--- src/rtl/sprite_cmd_dispatcher.sv ---
// Buffers CPU command words and replays them onto the sprite writedata bus,
// holding buffer-swap words until vertical blanking (one swap per vblank).
module sprite_cmd_dispatcher #(
    parameter int unsigned FIFO_DEPTH   = 16,
    parameter logic [9:0]  VBLANK_START = 10'd480,
    parameter logic [3:0]  SWAP_CODE    = 4'hF
) (
    input  logic                          clk,
    input  logic                          reset,
    input  logic                          in_valid,
    input  logic [31:0]                   in_data,
    output logic                          in_ready,
    input  logic [9:0]                    hcount,
    input  logic [9:0]                    vcount,
    output logic [31:0]                   writedata,
    output logic                          swap_pending,
    output logic [7:0]                    swap_count,
    output logic [$clog2(FIFO_DEPTH):0]   fifo_level
);

    localparam int unsigned PTR_W = $clog2(FIFO_DEPTH);
    localparam int unsigned LVL_W = PTR_W + 1;

    localparam logic [1:0] IDLE        = 2'd0;
    localparam logic [1:0] ISSUE_CHECK = 2'd1;
    localparam logic [1:0] WAIT_VBLANK = 2'd2;
    localparam logic [1:0] GAP         = 2'd3;

    logic [31:0]      mem [FIFO_DEPTH];
    logic [PTR_W-1:0] wr_ptr;
    logic [PTR_W-1:0] rd_ptr;
    logic [LVL_W-1:0] level_nxt;
    logic [1:0]       state;
    logic [1:0]       state_nxt;
    logic             swap_armed;
    logic [31:0]      head;
    logic             push;
    logic             pop;
    logic             issue_swap;
    logic [31:0]      wd_nxt;
    logic             in_vblank;
    logic             frame_start;

    assign head        = mem[rd_ptr];
    assign push        = in_valid & in_ready;
    assign in_vblank   = (vcount >= VBLANK_START);
    // Top-left pixel of a frame; always outside vblank, so it simply re-arms.
    assign frame_start = (vcount == 10'd0) && (hcount == 10'd0);

    // State register
    always_ff @(posedge clk or negedge reset) begin
        if (!reset) begin
            state <= IDLE;
        end else begin
            state <= state_nxt;
        end
    end

    // Next-state and issue decisions
    always_comb begin
        state_nxt  = state;
        pop        = 1'b0;
        issue_swap = 1'b0;
        wd_nxt     = 32'd0;
        case (state)
            IDLE: begin
                if (fifo_level != '0) begin
                    state_nxt = ISSUE_CHECK;
                end
            end
            ISSUE_CHECK: begin
                if (head[20:17] != SWAP_CODE) begin
                    pop       = 1'b1;
                    wd_nxt    = head;
                    state_nxt = GAP;
                end else begin
                    state_nxt = WAIT_VBLANK;
                end
            end
            WAIT_VBLANK: begin
                if (in_vblank && swap_armed) begin
                    pop        = 1'b1;
                    issue_swap = 1'b1;
                    wd_nxt     = head;
                    state_nxt  = GAP;
                end
            end
            GAP: begin
                state_nxt = IDLE;
            end
            default: begin
                state_nxt = IDLE;
            end
        endcase
    end

    always_comb begin
        level_nxt = fifo_level;
        if (push && !pop) begin
            level_nxt = fifo_level + LVL_W'(1);
        end else if (pop && !push) begin
            level_nxt = fifo_level - LVL_W'(1);
        end
    end

    // Storage has no reset; occupancy is tracked by the pointers and level
    always_ff @(posedge clk) begin
        if (push) begin
            mem[wr_ptr] <= in_data;
        end
    end

    always_ff @(posedge clk or negedge reset) begin
        if (!reset) begin
            wr_ptr       <= '0;
            rd_ptr       <= '0;
            fifo_level   <= '0;
            in_ready     <= 1'b1;
            writedata    <= 32'd0;
            swap_pending <= 1'b0;
            swap_count   <= 8'd0;
            swap_armed   <= 1'b1;
        end else begin
            if (push) begin
                wr_ptr <= wr_ptr + PTR_W'(1);
            end
            if (pop) begin
                rd_ptr <= rd_ptr + PTR_W'(1);
            end
            fifo_level   <= level_nxt;
            in_ready     <= (level_nxt < LVL_W'(FIFO_DEPTH));
            writedata    <= wd_nxt;
            swap_pending <= (state_nxt == WAIT_VBLANK);
            if (issue_swap) begin
                swap_count <= swap_count + 8'd1;
                swap_armed <= 1'b0;
            end else if (!in_vblank || frame_start) begin
                swap_armed <= 1'b1;
            end
        end
    end

endmodule
--- config.mk ---
export PLATFORM = sky130hd
export DESIGN_NAME = sprite_cmd_dispatcher
export DESIGN_NICKNAME = d
export VERILOG_FILES = /design/src/rtl/sprite_cmd_dispatcher.sv
export SDC_FILE = /design/constraint.sdc
export NUM_CORES = 1
export LEC_CHECK = 0
export BUFFER_PORTS_ARGS = -buffer_cell sky130_fd_sc_hd__buf_4
export CAP_MARGIN = 0
export CORE_MARGIN = 2
export CORE_UTILIZATION = 40
export CTS_BUF_LIST = sky130_fd_sc_hd__clkbuf_4 sky130_fd_sc_hd__clkbuf_8 sky130_fd_sc_hd__clkbuf_16
export DETAILED_ROUTE_END_ITERATION = 8
export PLACE_DENSITY = 0.66
export SLEW_MARGIN = 10
export SYNTH_ARGS = -nofsm -noshare
export SYNTH_HDL_FRONTEND = slang
export SYNTH_SLANG_ARGS = --single-unit
--- constraint.sdc ---
create_clock -name clk -period 3.55 [get_ports clk]
set_input_delay 0.355 -clock clk [delete_from_list [all_inputs] [get_ports clk]]
set_output_delay 0.355 -clock clk [all_outputs]
set_load 0.05 [all_outputs]
==> results.json, run 1 <==
{
  "synthesis.nets": 1010,
  "start_util_pct": 40.4,
  "cts_resized": 0,
  "final_core_util_pct": 47.3,
  "num_rows": 85,
  "clockBufferDepth": 3,
  "core_area_um2": 53800,
  "syn-instance-count": 941,
  "cp.required_ns": 4.06,
  "syn_avg_cell_area_um2": 23.1,
  "clock_latency_ns": 0.62,
  "reg2reg_depth": 11,
  "drcViolationCount": 0,
  "grt_pass1_vias": 10400,
  "fin_crit_ns": 3.09,
  "clock.fmax_mhz": 324,
  "syn2layout_area_growth_pct": 17.2,
  "layout-drive-gt1-share_pct": 35.5,
  "setup_viol": 0,
  "hold_viol_final": 0,
  "critPathSlowestCell": "dfrtp_4",
  "hold_path_depth": 1,
  "worst-setup-path-type": "reg -> reg",
  "clk_pin_slew_ns": 0.06,
  "fp.dieArea_um2": 56200,
  "grt_overflow": 0,
  "drv_slew": 0,
  "finClkSkew_ns": 0.0258,
  "max_slew_margin_pct": 36.1,
  "worst_pin_slew_ns": 0.959,
  "yosysUniqueCellTypes": 43,
  "cp-start-kind": "register",
  "num_vias": 9864,
  "ant_nets": 0,
  "cts_tree": "done",
  "place_hpwl_um": 24200,
  "io_pins": 102,
  "power_leakage_nw": 8.45,
  "r2r_setup_slack_ns": 0.46,
  "cts.sinks": 570,
  "dp.cells": 1709,
  "stdcell_count": 1824,
  "grt_pass1_wl_um": 67300,
  "power.total_w": 0.0208,
  "drt_iter0_drc": 838,
  "viasPerCell": 5.41,
  "wirelength_um": 44800,
  "grt.total_usage_pct": 16.3,
  "peakVddDrop_mv": 0.605,
  "antenna_found_initial": 2,
  "synth_area_um2": 21700,
  "rsz0062_at_grt": "false",
  "crit_chain": "mux4_2 -> a22oi_1 -> nand3_2 -> a41oi_4 -> o21ai_4 -> ha_1 -> inv_1 -> nand2_1 -> inv_1 -> a22oi_1 -> o31ai_1",
  "drv_cap": 0,
  "period_share_pct": 87.0,
  "die_w_um": 237,
  "cts_buffers": 56,
  "numPortBuffers": 86,
  "cts_max_level": 2,
  "status": "complete, no violations",
  "cp-end-kind": "register",
  "drtPass1Iterations": 5,
  "tns_ns": 0,
  "finalNetCount": 1150,
  "holdCritPathClass": "in -> reg",
  "final_area_um2": 25500,
  "cts_root_buf": "clkbuf_16",
  "ys_seq_area_share_pct": 77.4,
  "cp_max_fo": 18,
  "crit_arrival_ns": 3.60,
  "synth-seq-cells": 570,
  "gp_congestion": 0.748,
  "max_stage_delay_ns": 0.67,
  "grt_max_degree": 69,
  "die_y_um": 237,
  "placed_area_um2": 23500,
  "yosysWarnings": 0,
  "wire_per_inst_um": 24.6,
  "power_density_nw_per_um2": 817
}
==> flip-flops by register name (all words and copies together) (netlist names), named ones only <==
| name | count |
|---|---|
| fifo_level | 4 |
| in_ready | 1 |
| mem | 512 |
| rd_ptr | 4 |
| state | 2 |
| swap_armed | 1 |
| swap_count | 8 |
| swap_pending | 1 |
| wr_ptr | 4 |
| writedata | 32 |
==> logic make-up after synthesis <==
kind of cell	after synthesis	share of synthesized area (%)
buffers and inverters	57	1.35
muxes	159	16.4
adders and majority gates	14	0.806
xor gates and xnor gates	14	0.599
AOI/OAI and AO/OA	28	1.02
and+or+nand+nor	99	2.45
DFF	570	77.4
==> critical path, delay by kind of cell (launching register included) <==
family	cells	cell delay, ns
AND/OR/NAND/NOR	2	0.27
flip-flops	1	0.67
multiplexers	1	0.57
adder cells (fa/ha/maj)	1	0.30
buffers and inverters	2	0.24
AO/OA/AOI/OAI	5	0.94
==> cell type report <==
class,count,area [µm²]
antenna,1,2.50
clock buffer,80,1600
clock inverter,24,223
fill,4359,28300
inverter,13,48.8
multi-input combinational,314,4750
sequential,570,16800
tap,696,871
timing repair buffer,126,1130
==> stage by stage <==
stage,worst slack (ns),hold slack (ns)
global placement,0.484,0.465
floorplan,0.621,0.0594
finish,0.463,0.0301
global route,0.256,0.0242
detailed placement,0.447,0.470
CTS,0.432,0.000283
==> cells in the mapped netlist, drive strengths merged <==
master	count	area (µm²)
o31ai	2	15.0
and3	3	18.8
dfstp	2	52.6
o221ai	1	8.76
clkbuf	21	78.8
a21oi	2	10.0
mux4	156	3520
a22oi	5	37.5
inv	12	45.0
nand4	3	18.8
clkinv	1	3.75
o21ai	9	56.3
a41o	1	10.0
nor3	5	25.0
nand2b	2	12.5
a32oi	1	8.76
nor3b	1	7.51
nand2	20	75.1
nor2b	33	224
mux2	3	37.5
a211oi	1	7.51
nor2	18	67.6
buf	23	166
nand3	11	60.1
a2bb2oi	1	8.76
a41oi	1	27.5
edfxtp	512	15400
and2b	3	22.5
o31a	1	8.76
o211ai	3	22.5
ha	14	175
xnor2	11	104
dfrtp	56	1400
xor2	3	26.3
==> placed cells by master, fill, tap and decap left out, drive strengths merged, types with 3 or more instances in the layout <==
cell / instances
edfxtp: 512
mux4: 156
buf: 116
clkbuf: 80
dfrtp: 56
nor2b: 33
clkinv: 21
nand2: 20
nor2: 18
ha: 14
inv: 12
nand3: 11
xnor2: 11
dlygate4sd3: 10
o21ai: 9
a22oi: 5
nor3: 5
and3: 3
and2b: 3
nand4: 3
xor2: 3
o211ai: 3
mux2: 3
==> routing by layer <==
metal  global-route usage [%]  up-vias  part of all wire (%)
met5                        0        -                 0.025
met4                     4.84        2                   2.0
met3                     3.04       61                   5.8
met2                     25.8      305                    48
met1                     23.2     5297                    44
li1                         -     4199                     -
==> what timing repair did <==
| action | 4_1_cts | 5_1_grt |
|---|---|---|
| endpoints found under the hold margin | 134 | 0 |
| hold buffers | 10 | 0 |
| buffers inserted | 0 | 0 |
==> path summary, 6_finish.rpt <==
kind | startpoint | endpoint
min | in_data[29] | mem[5][29]
max | rd_ptr[0] | fifo_level[2]
max in group asynchronous | reset | rd_ptr[1]
min in group asynchronous | reset | writedata[12]
max reg2reg | rd_ptr[0] | fifo_level[2]
min reg2reg | swap_count[7] | swap_count[7]
==> power breakdown <==
group	switching [W]	internal [W]	leakage, nW
Sequential	0.000485	0.00821	5.38
Clock	0.00249	0.00330	0.907
Combinational	0.00348	0.00283	2.17
(Power assumes the default switching activity.)
==> inputs of run 2 (changes only) <==
--- a/config.mk
+++ b/config.mk
@@ -8,10 +8,10 @@
 export BUFFER_PORTS_ARGS = -buffer_cell sky130_fd_sc_hd__buf_4
 export CAP_MARGIN = 0
 export CORE_MARGIN = 2
-export CORE_UTILIZATION = 40
+export CORE_UTILIZATION = 50
 export CTS_BUF_LIST = sky130_fd_sc_hd__clkbuf_4 sky130_fd_sc_hd__clkbuf_8 sky130_fd_sc_hd__clkbuf_16
 export DETAILED_ROUTE_END_ITERATION = 8
-export PLACE_DENSITY = 0.66
+export PLACE_DENSITY = 0.78
 export SLEW_MARGIN = 10
 export SYNTH_ARGS = -nofsm -noshare
 export SYNTH_HDL_FRONTEND = slang
==> run 2 against run 1 <==
  * Flip-flop and latch count unchanged
  * Final cell count fell by 6.9%
  * First-iteration DRC count grew 35%
  * Via count increased by 0.89%
  * Power fell by 1.3%
  * Fmax fell by 5.8%
  * Setup slack worse by 0.19 ns
  * Clock skew down 0.014 ns
  * Register-to-register slack worse by 0.19 ns
  * Critical endpoint is now fifo_level[3]
==> results.json, run 2 (synthesis results as in run 1) <==
{
  "status": "complete, no violations",
  "tns_ns": 0,
  "finClkSkew_ns": 0.0122,
  "clock.fmax_mhz": 305,
  "period_share_pct": 92.3,
  "grt.total_usage_pct": 20.3,
  "power_leakage_nw": 8.36,
  "wire_per_inst_um": 26.0,
  "antenna_found_initial": 0,
  "worst-setup-path-type": "reg -> reg",
  "largest_register_ffs": 512,
  "cp_max_fo": 21,
  "placed_area_um2": 23300,
  "cts_resized": 0,
  "clock_latency_ns": 0.60,
  "grt_pass1_wl_um": 66100,
  "clk_pin_slew_ns": 0.06,
  "max_slew_margin_pct": 40.5,
  "num_rows": 76,
  "fin_crit_ns": 3.28,
  "cp-end-kind": "register",
  "cts_max_level": 2,
  "fp.dieArea_um2": 45200,
  "setup_viol": 0,
  "drt_iter0_drc": 1128,
  "largest-register": "mem",
  "final_common_cell": "edfxtp_1",
  "numPortBuffers": 86,
  "cp.required_ns": 4.05,
  "pre_cts_ws_ns": 0.298,
  "core_area_um2": 43000,
  "place_hpwl_um": 23600,
  "drtPass1Iterations": 6,
  "drv_cap": 0,
  "peakVddDrop_mv": 0.520,
  "syn2layout_area_growth_pct": 15.3,
  "hold_viol_final": 0,
  "start_util_pct": 50.6,
  "grt_pass1_vias": 10300,
  "worst_pin_slew_ns": 0.893,
  "wirelength_um": 44200,
  "drv_slew": 0,
  "die_w_um": 213,
  "critPathSlowestCell": "dfrtp_4",
  "die_y_um": 213,
  "finalNetCount": 1138,
  "cts_tree": "done",
  "fin_ws_ns": 0.272,
  "holdCritPathClass": "in -> reg",
  "io_pins": 102,
  "layout_common_cells": "edfxtp_1 (512), mux4_2 (155), buf_4 (107)",
  "antenna_cells": 0,
  "grt_max_degree": 116,
  "num_vias": 9952,
  "ant_nets": 0,
  "gp_congestion": 0.789,
  "grt_overflow": 0,
  "drcViolationCount": 0,
  "clockBufferDepth": 3,
  "max_stage_delay_ns": 0.68,
  "final_area_um2": 25100,
  "cts_buffers": 54,
  "reg_top3": "mem (512), writedata (32), swap_count (8)",
  "cp_common_cell": "inv_1",
  "crit_chain": "mux4_2 -> a22oi_1 -> nand3_1 -> a41oi_4 -> o21ai_4 -> ha_1 -> inv_1 -> nand2_1 -> inv_1 -> a2bb2oi_1 -> o31ai_1",
  "cp-start-kind": "register",
  "viasPerCell": 5.86,
  "cts.sinks": 570,
  "power_density_nw_per_um2": 819,
  "crit_arrival_ns": 3.78,
  "cts_root_buf": "clkbuf_16",
  "layout-drive-gt1-share_pct": 35.7,
  "rsz0062_at_grt": "false"
}
run 2: layout make-up:
class	instances	area, µm²
multi-input combinational	314	4750
clock buffer	78	1550
clock inverter	22	174
tap	585	732
timing repair buffer	116	973
inverter	13	48.8
sequential	570	16800
fill	3024	17900
run 2: metal layers:
layer  vias up  track usage [%]  wire [µm]
met3        67             3.40       3240
met4         0             5.91        906
li1       4162                -          -
met5         -                0          0
met1      5274             27.8      17400
met2       449             34.0      22600
run 2: worst paths after layout:
path                                from             to  slack (ns)  cells past startpoint
setup / recovery               rd_ptr[0]  fifo_level[3]        0.27                     11
hold / removal                 vcount[9]     swap_armed        0.03                      3
setup reg to reg               rd_ptr[0]  fifo_level[3]        0.27                     11
hold reg to reg            swap_count[7]  swap_count[7]        0.47                      1
max in group asynchronous          reset      rd_ptr[0]        2.44                      2
min in group asynchronous          reset  writedata[26]        0.42                      2
run 2: stage by stage:
step	utilization (%)	hold WS [ns]	std cells	total power [W]
2_1_floorplan	-	0.0594	941	0.0134
3_3_place_gp	54.3	0.465	1597	0.0150
3_5_place_dp	54.3	0.464	1597	0.0152
4_1_cts	58.3	0.00229	1698	0.0207
5_1_grt	58.3	0.0389	1698	0.0213
6_report	58.3	0.0328	1698	0.0205
run 2: repair_timing:
action	4_1_cts	5_1_grt
buffers inserted	0	0
hold buffers	1	0
hold endpoints to repair	56	0
run 2: worst max-delay path, delay by kind of cell (launching register included):
kind | cells | cell delay, ns
compound gates | 5 | 1.02
buf+inv | 2 | 0.26
flops | 1 | 0.68
simple gates | 2 | 0.29
mux | 1 | 0.55
fa+ha+maj | 1 | 0.36
run 2: where the power goes:
group	leakage, nW	internal, W	total, W	switching, W
Combinational	2.11	0.00281	0.00628	0.00346
Clock	0.870	0.00318	0.00557	0.00239
Sequential	5.38	0.00821	0.00868	0.000464
